`src/rtl/pipe_stage_elastic.sv`:
```
// rtl/pipe_stage_elastic.sv - elastic valid/ready pipeline stage register with flush and stall statistics
// Ring buffer between two CPU stages; in_ready never depends on out_ready, so no ready loop forms.
module pipe_stage_elastic #(
  parameter int               WIDTH        = 32,
  parameter int               DEPTH        = 2,
  parameter logic [WIDTH-1:0] BUBBLE_VALUE = '0
) (
  input  logic                         CLK,
  input  logic                         RST,
  input  logic                         flush,
  input  logic                         in_valid,
  output logic                         in_ready,
  input  logic [WIDTH-1:0]             in_data,
  output logic                         out_valid,
  input  logic                         out_ready,
  output logic [WIDTH-1:0]             out_data,
  output logic [$clog2(DEPTH+1)-1:0]   count,
  output logic [15:0]                  stall_cycles,
  input  logic                         clr_stats
);

  localparam int PW = (DEPTH > 1) ? $clog2(DEPTH) : 1;
  localparam int CW = $clog2(DEPTH + 1);
  localparam logic [PW-1:0] LAST = PW'(DEPTH - 1);
  localparam logic [CW-1:0] FULL = CW'(DEPTH);

  logic [PW-1:0]    rptr;
  logic [PW-1:0]    wptr;
  logic             push;
  logic             pop;
  logic [WIDTH-1:0] head;

  assign in_ready  = (count < FULL) && !flush && !RST;
  assign out_valid = (count != '0);
  assign push      = in_valid && in_ready;
  assign pop       = out_valid && out_ready && !flush;
  assign out_data  = out_valid ? head : BUBBLE_VALUE;

  // Flush and reset both discard held entries; push is already blocked via in_ready.
  always_ff @(posedge CLK) begin
    if (RST || flush) begin
      rptr  <= '0;
      wptr  <= '0;
      count <= '0;
    end else begin
      if (push) begin
        wptr <= (wptr == LAST) ? '0 : wptr + PW'(1);
      end
      if (pop) begin
        rptr <= (rptr == LAST) ? '0 : rptr + PW'(1);
      end
      case ({push, pop})
        2'b10:   count <= count + CW'(1);
        2'b01:   count <= count - CW'(1);
        default: count <= count;
      endcase
    end
  end

  generate
    if (DEPTH == 1) begin : g_latch
      logic [WIDTH-1:0] hold;
      always_ff @(posedge CLK) begin
        if (push) begin
          hold <= in_data;
        end
      end
      assign head = hold;
    end else begin : g_ring
      logic [WIDTH-1:0] mem [DEPTH];
      always_ff @(posedge CLK) begin
        if (push) begin
          mem[wptr] <= in_data;
        end
      end
      assign head = mem[rptr];
    end
  endgenerate

  always_ff @(posedge CLK) begin
    if (RST || clr_stats) begin
      stall_cycles <= '0;
    end else if (out_valid && !out_ready && !flush && (stall_cycles != 16'hFFFF)) begin
      stall_cycles <= stall_cycles + 16'd1;
    end
  end

endmodule

```
`config.mk`:
```
export PLATFORM = sky130hd
export DESIGN_NAME = pipe_stage_elastic
export DESIGN_NICKNAME = d
export VERILOG_FILES = /design/src/rtl/pipe_stage_elastic.sv
export SDC_FILE = /design/constraint.sdc
export NUM_CORES = 1
export LEC_CHECK = 0
export CORE_MARGIN = 4
export CORE_UTILIZATION = 35
export DETAILED_ROUTE_END_ITERATION = 10
export PLACE_DENSITY = 0.62
export SYNTH_ARGS = -nofsm -noshare
export SYNTH_HDL_FRONTEND = slang
export SYNTH_SLANG_ARGS = --single-unit
```
`constraint.sdc`:
```
create_clock -name CLK -period 3.3 [get_ports CLK]
set_input_delay 0.66 -clock CLK [delete_from_list [all_inputs] [get_ports CLK]]
set_output_delay 0.66 -clock CLK [all_outputs]
set_load 0.01 [all_outputs]
```
==> results.md, run 1 <==
* Num CTS Buffers at 9
* Pleak at 1.453 nW
* Sw Ratio at 0.2154
* Hold Crit Start: stall_cycles[15]
* IO Count at 90
* Global-route track usage on met3 at 0.02639
* Cts hold-fix bufs at 0
* Slowest CP cell: nor2_2
* CP cell instances: nor2_2, buf_4, nor2_1, clkdlybuf4s50_1
* CTS tree: done
* Total die area at 0.01159 mm^2
* Clk buf depth at 2
* Hold depth at 2
* Critical path data arrival time at 2260 ps
* Worst Hold Class: flop to flop
* Final Skew at 12.07 ps
* Root Driver: clkbuf_8
* Final hold slack at 511.4 ps
* Max_slew headroom at 0.4076
* DP Area at 0.004534 mm^2
* Crit-path max FO at 19
* Initial Util at 0.3571
* Most frequent cells in the layout: 89 x clkdlybuf4s50_1, 64 x edfxtp_1, 38 x nor2_1
* Synth Instances at 267
* Slew Limit Fails at 0
* Synth-to-layout area growth at 36.19%
* Initial DRT Pass Iterations at 4
* CTS resizes at 0
* Die H at 107.6 um
* Crit end category: primary output
* Gpl congestion at roughly 0.83
* Total Wirelength at 7.530 mm
* R2R Path End: count[1]
* Comb power frac at 0.057
* Seq pwr share at 0.579
* Crit Reg-Reg Startpoint: count[1]
* Vias/cell at 4.888
* Cell count after placement at between 400 and 500
* Core Box Area at 0.009729 mm^2
* Worst EP required at ~2600 ps
* Routed len/inst at 15.09 um
* Cell Area, Synth at between 0.003 and 0.004 mm^2
* Drt drc at 0
* Initial antenna violation count at 0
* Maximum VDD drop at 0.1666 mV
* Filler cells at 909
* Max stage delay on crit path at 710 ps
* Yosys reg bits at 85
* # Post-CTS Setup Buffers at 0
* GR peak layer: met2
* Die width at 107.6 um
* Global route overflow at 0
* Fin crit share at 0.8844
* R2R depth at 8
* Antenna diode count at 0
* Mean Syn Cell Area at 13.01 um^2
* Sw Pwr at 0.0004337 W
* Number of library cell types mapped by synthesis at 35
* Fraction of layout cells with a size suffix above 1 at 0.07650
* Fmax at 342.6 MHz
* R2R Setup Slk at 970 ps
* Startpoint Class: flop
* Final hold viol count at 0
* Status: finished, final reports clean
* Post-route ant nets at 0
* Clk pin slew, worst setup/hold paths at 90 ps
* Layout Nets at 401
* Worst-margin pin slew at 887.7 ps
* Dpl hpwl at roughly 5.2 mm
* Commonest non-fill, non-tap cell in the layout: clkdlybuf4s50_1
* Worst skew pair latency at 350 ps
* Gr usage total at 0.1316
* Finished Core Util at 0.4864
* YS warnings at 0
* Clk pwr share at 0.364
* Largest net degree at the start of global routing at 33
* Grt met2 use at 0.2265
* Final instance area at 0.004732 mm^2
* Internal power at ~0.0016 W
* Unrepaired setup endpoints after global routing: false
* Final setup vio count at 0
* Net Count, Synth at about 300
* Max Cap Viol at 0
* Setup CP Type: flop to primary output
* Global-route wire length before repair at 11.80 mm
* Final min period at 2918 ps
* Sequential share of the synthesized area at 0.6741
* Power Density at 425.5 mW/mm^2
* Final cell count without fillers at ~500
* Htree depth at 3
* Vias in the first global route at 2418
* Endpoint, Worst Hold: stall_cycles[15]
* Number of DRC markers in iteration 0 at 164
* TNS Setup at 0 ps
* Clk sinks at 85
* Via count at 2439
* Port buffer count at 89
* Row count at 36
* Met1 Track Usage GR at 0.1609
per-layer routing:
layer,part of all wire,vias up
met1,0.41,1179
li1,-,1185
met3,0.042,10
met2,0.53,65
met5,0,-
met4,0.017,0
power groups by stage:
stage / Clock, W / Sequential (W) / Combinational [W]
detailed placement: 0 / 0.00119 / 0.000116
global placement: 0 / 0.00119 / 0.000114
global route: 0.000795 / 0.00117 / 0.000124
finish: 0.000733 / 0.00117 / 0.000114
CTS: 0.000749 / 0.00117 / 0.000117
floorplan: 0 / 0.00119 / 0.0000381
metrics by stage:
step	setup WS [ps]	total power, W
after global placement	500.5	0.001304
after global routing	161.4	0.002087
after floorplan	127.4	0.001229
after detailed placement	477.4	0.001307
after CTS	306.7	0.002033
final	381.5	0.002014
cell usage after synthesis, drive strengths merged:
master   instances  area share
or3              4      0.0072
or2              2      0.0043
ha               2      0.0072
a21oi            8       0.012
nor2            40       0.044
nor4             3      0.0054
buf              6      0.0090
and4             1      0.0025
o21bai           1      0.0022
nor3            10       0.014
nand4            3      0.0054
or4              6       0.013
clkbuf           7      0.0079
o21ai            3      0.0043
dfxtp           21        0.12
o311a            1      0.0032
a31oi            3      0.0054
xor2             3      0.0076
mux2i           36        0.10
a2111oi          1      0.0025
nand3            9       0.013
xnor2            2      0.0050
inv              2      0.0022
o211ai           1      0.0022
and3             4      0.0072
nand2           16       0.017
a211oi           3      0.0065
a2111o           1      0.0032
edfxtp          64        0.55
o31ai            4      0.0086
final cells by class:
class / count / area, um^2 / area share
clock buffers: 9 / 123.9 / 0.02618
multi-input cells: 167 / 1074 / 0.2269
clock inverters: 7 / 73.82 / 0.01560
inverters: 2 / 7.507 / 0.001586
well taps: 133 / 166.4 / 0.03517
flip-flops and latches: 85 / 2344 / 0.4952
repair buffers: 96 / 943.4 / 0.1994
worst max path at each step:
stage              from               end  slack (ps)  depth (start not counted)
3_3_place_gp      flush          in_ready         500                          3
3_5_place_dp      flush          in_ready         480                          3
6_report       count[1]      out_data[24]         380                          4
5_1_grt        count[1]      out_data[26]         160                          4
4_1_cts        count[1]       out_data[1]         310                          4
2_1_floorplan       RST  g_ring.mem[0][0]         130                          4
kinds of logic after synthesis:
| kind of cell | count (synthesis) | share of synthesized area |
|---|---|---|
| AO/OA/AOI/OAI | 26 | 0.04970 |
| XOR/XNOR | 5 | 0.01261 |
| adder cells (fa/ha/maj) | 2 | 0.007201 |
| buffers and inverters | 15 | 0.01908 |
| flip-flops | 85 | 0.6741 |
| multiplexers | 36 | 0.1037 |
| AND/OR/NAND/NOR | 98 | 0.1336 |
state kept, by name, summed over array words and instances, names as in the netlist, named ones only:
register	cells
rptr	1
stall_cycles	16
count	2
g_ring.mem	64
wptr	1
worst max-delay path, delay by kind of cell (launching register included):
kind          cells  cell delay, ps
flops             1             360
simple gates      2             770
buf+inv           2             770
No activity file was read; power rests on OpenSTA's default activity.
==> run 2, diff against run 1 <==
Settings changed: CTS_CLUSTER_SIZE set to 24, GPL_TIMING_DRIVEN set to 0.
==> results.md, run 2 (synthesis gave the netlist of run 1 again) <==
* Status: finished, final reports clean (unchanged)
* Total Wirelength at 7.328 mm (was 7.530 mm)
* Startpoint Class: flop (unchanged)
* Worst-margin pin slew at 793.4 ps (was 887.7 ps)
* Setup CP Type: flop to primary output (unchanged)
* Initial antenna violation count at 0 (unchanged)
* Vias/cell at 4.770 (was 4.888)
* Die H at 107.6 um (unchanged)
* Number of DRC markers in iteration 0 at 162 (was 164)
* Global-route wire length before repair at 11.90 mm (was 11.80 mm)
* Worst skew pair latency at 350 ps (about the same)
* Fmax at 325.3 MHz (was 342.6 MHz)
* Total die area at 0.01159 mm^2 (unchanged)
* Dpl hpwl at 5.127 mm (was 5.177 mm)
* Final hold viol count at 0 (unchanged)
* Reg with most FFs: g_ring.mem (unchanged)
* Top delay family on crit path: buffers and inverters (was simple AND/OR/NAND/NOR gates)
* Root Driver: clkbuf_8 (unchanged)
* CP bufs+invs at 3 (was 2)
* Num CTS Buffers at 9 (unchanged)
* Crit-path max FO at 10 (was 19)
* Port buffer count at 88 (was 89)
* Antenna diode count at 0 (unchanged)
* Final cell count without fillers at 505 (was 499)
* Clk buf depth at 2 (unchanged)
* Unrepaired setup endpoints after global routing: false (unchanged)
* Htree depth at 3 (unchanged)
* Drt drc at 0 (unchanged)
* Commonest non-fill, non-tap cell in the layout: clkdlybuf4s50_1 (unchanged)
* Slowest CP cell: buf_1 (was nor2_2)
* Clk pin slew, worst setup/hold paths at 90 ps (about the same)
* Most frequent cells in the layout: 88 x clkdlybuf4s50_1, 64 x edfxtp_1, 38 x nor2_1 (was 89 x clkdlybuf4s50_1, 64 x edfxtp_1, 38 x nor2_1)
* CTS tree: done (unchanged)
* TNS Setup at 0 ps (unchanged)
* CTS resizes at 0 (unchanged)
* Die width at 107.6 um (unchanged)
* Gr usage total at 0.1310 (was 0.1316)
* Final min period at 3074 ps (was 2918 ps)
* Gpl congestion at 0.7871 (was 0.8301)
* Layout Nets at 407 (was 401)
* Max stage delay on crit path at 620 ps (was 710 ps)
* Max_slew headroom at 0.4662 (was 0.4076)
* Core Box Area at 0.009729 mm^2 (unchanged)
* Post-route ant nets at 0 (unchanged)
* Worst Hold Class: flop to flop (unchanged)
* Slew Limit Fails at 0 (unchanged)
* Largest register FFs at 64 (unchanged)
* Power Density at 412.0 mW/mm^2 (was 425.5 mW/mm^2)
* Fraction of layout cells with a size suffix above 1 at 0.06989 (was 0.07650)
* Cell count after placement at 489 (was 483)
* IO Count at 90 (unchanged)
* Final setup vio count at 0 (unchanged)
* CP cell instances: clkbuf_1, buf_1, mux2i_1, nor2_1, clkdlybuf4s50_1 (was nor2_2, buf_4, nor2_1, clkdlybuf4s50_1)
* Largest regs: g_ring.mem x64, stall_cycles x16, count x2 (unchanged)
* # Post-CTS Setup Buffers at 0 (unchanged)
* Post-place setup slack at 433.8 ps (was 477.4 ps)
* Vias in the first global route at 2410 (was 2418)
* Crit end category: primary output (unchanged)
* Cts hold-fix bufs at 0 (unchanged)
* Row count at 36 (unchanged)
* Max Cap Viol at 0 (unchanged)
* Fin crit share at 0.9315 (was 0.8844)
* Final Worst Setup Slack at 226.2 ps (was 381.5 ps)
* Via count at 2409 (was 2439)
* R2R Setup Slk at 1070 ps (was 970 ps)
* Global route overflow at 0 (unchanged)
* Worst EP required at 2640 ps (about the same)
* Routed len/inst at 14.51 um (was 15.09 um)
* Pleak at 1.449 nW (was 1.453 nW)
* Final instance area at 0.004731 mm^2 (was 0.004732 mm^2)
* Synth-to-layout area growth at 36.15% (was 36.19%)
* Largest net degree at the start of global routing at 33 (unchanged)
* Initial Util at 0.3571 (unchanged)
* Critical path data arrival time at 2410 ps (was 2260 ps)
* Initial DRT Pass Iterations at 4 (unchanged)
* DP Area at 0.004551 mm^2 (was 0.004534 mm^2)
* Final Skew at 14.51 ps (was 12.07 ps)
* Clk sinks at 85 (unchanged)
* Maximum VDD drop at 0.1529 mV (was 0.1666 mV)
## run 2: changes by cell type in the layout (fill, tap and decap cells not counted), moves of 2 or more
cell	change
buf_4	-7
clkbuf_1	+6
buf_1	+4
clkinv_4	+2
clkinvlp_4	-2
## run 2: final cells by class
cell class	count	area (um^2)
plain buffers	13	58.81
clock buffers	9	123.9
clock inverters	7	56.30
fillers	908	4999
inverters	2	7.507
multi-input cells	167	1075
flip-flops and latches	85	2342
well taps	133	166.4
repair buffers	89	900.9
## run 2: final timing paths
check                        start               end  cells past startpoint
setup / recovery              flop       out_data[8]                      5
hold reg to reg   stall_cycles[15]  stall_cycles[15]                      2
hold / removal    stall_cycles[15]  stall_cycles[15]                      2
setup reg to reg   stall_cycles[0]   stall_cycles[1]                      6
## run 2: layer usage
metal  vias to the layer above  routed length (um)  global-route usage
met5                         -                   0                   0
li1                       1202                   -                   -
met3                        10                 342             0.02340
met4                         0                 111             0.05140
met1                      1142                3256              0.1763
met2                        55                3618              0.2100
## run 2: report_power, final
group	internal, W	switching [W]
Sequential	0.00116	0.00000385
Clock	0.000283	0.000386
Combinational	0.0000658	0.0000489
Total	0.00151	0.000438
## run 2: per-stage QoR
step	hold slack, ps	total power [W]	util
6_report	512.7	0.001949	0.4862
5_1_grt	526.1	0.002027	0.4862
4_1_cts	500.9	0.001975	0.4862
3_5_place_dp	496.5	0.001307	0.4677
3_3_place_gp	489.9	0.001302	0.4648
2_1_floorplan	499.2	0.001229	-
## run 2: worst min-delay path: stages, from the launching register on
cell     delay [ps]
dfxtp_1         360
nand2_1          70
mux2i_1          50
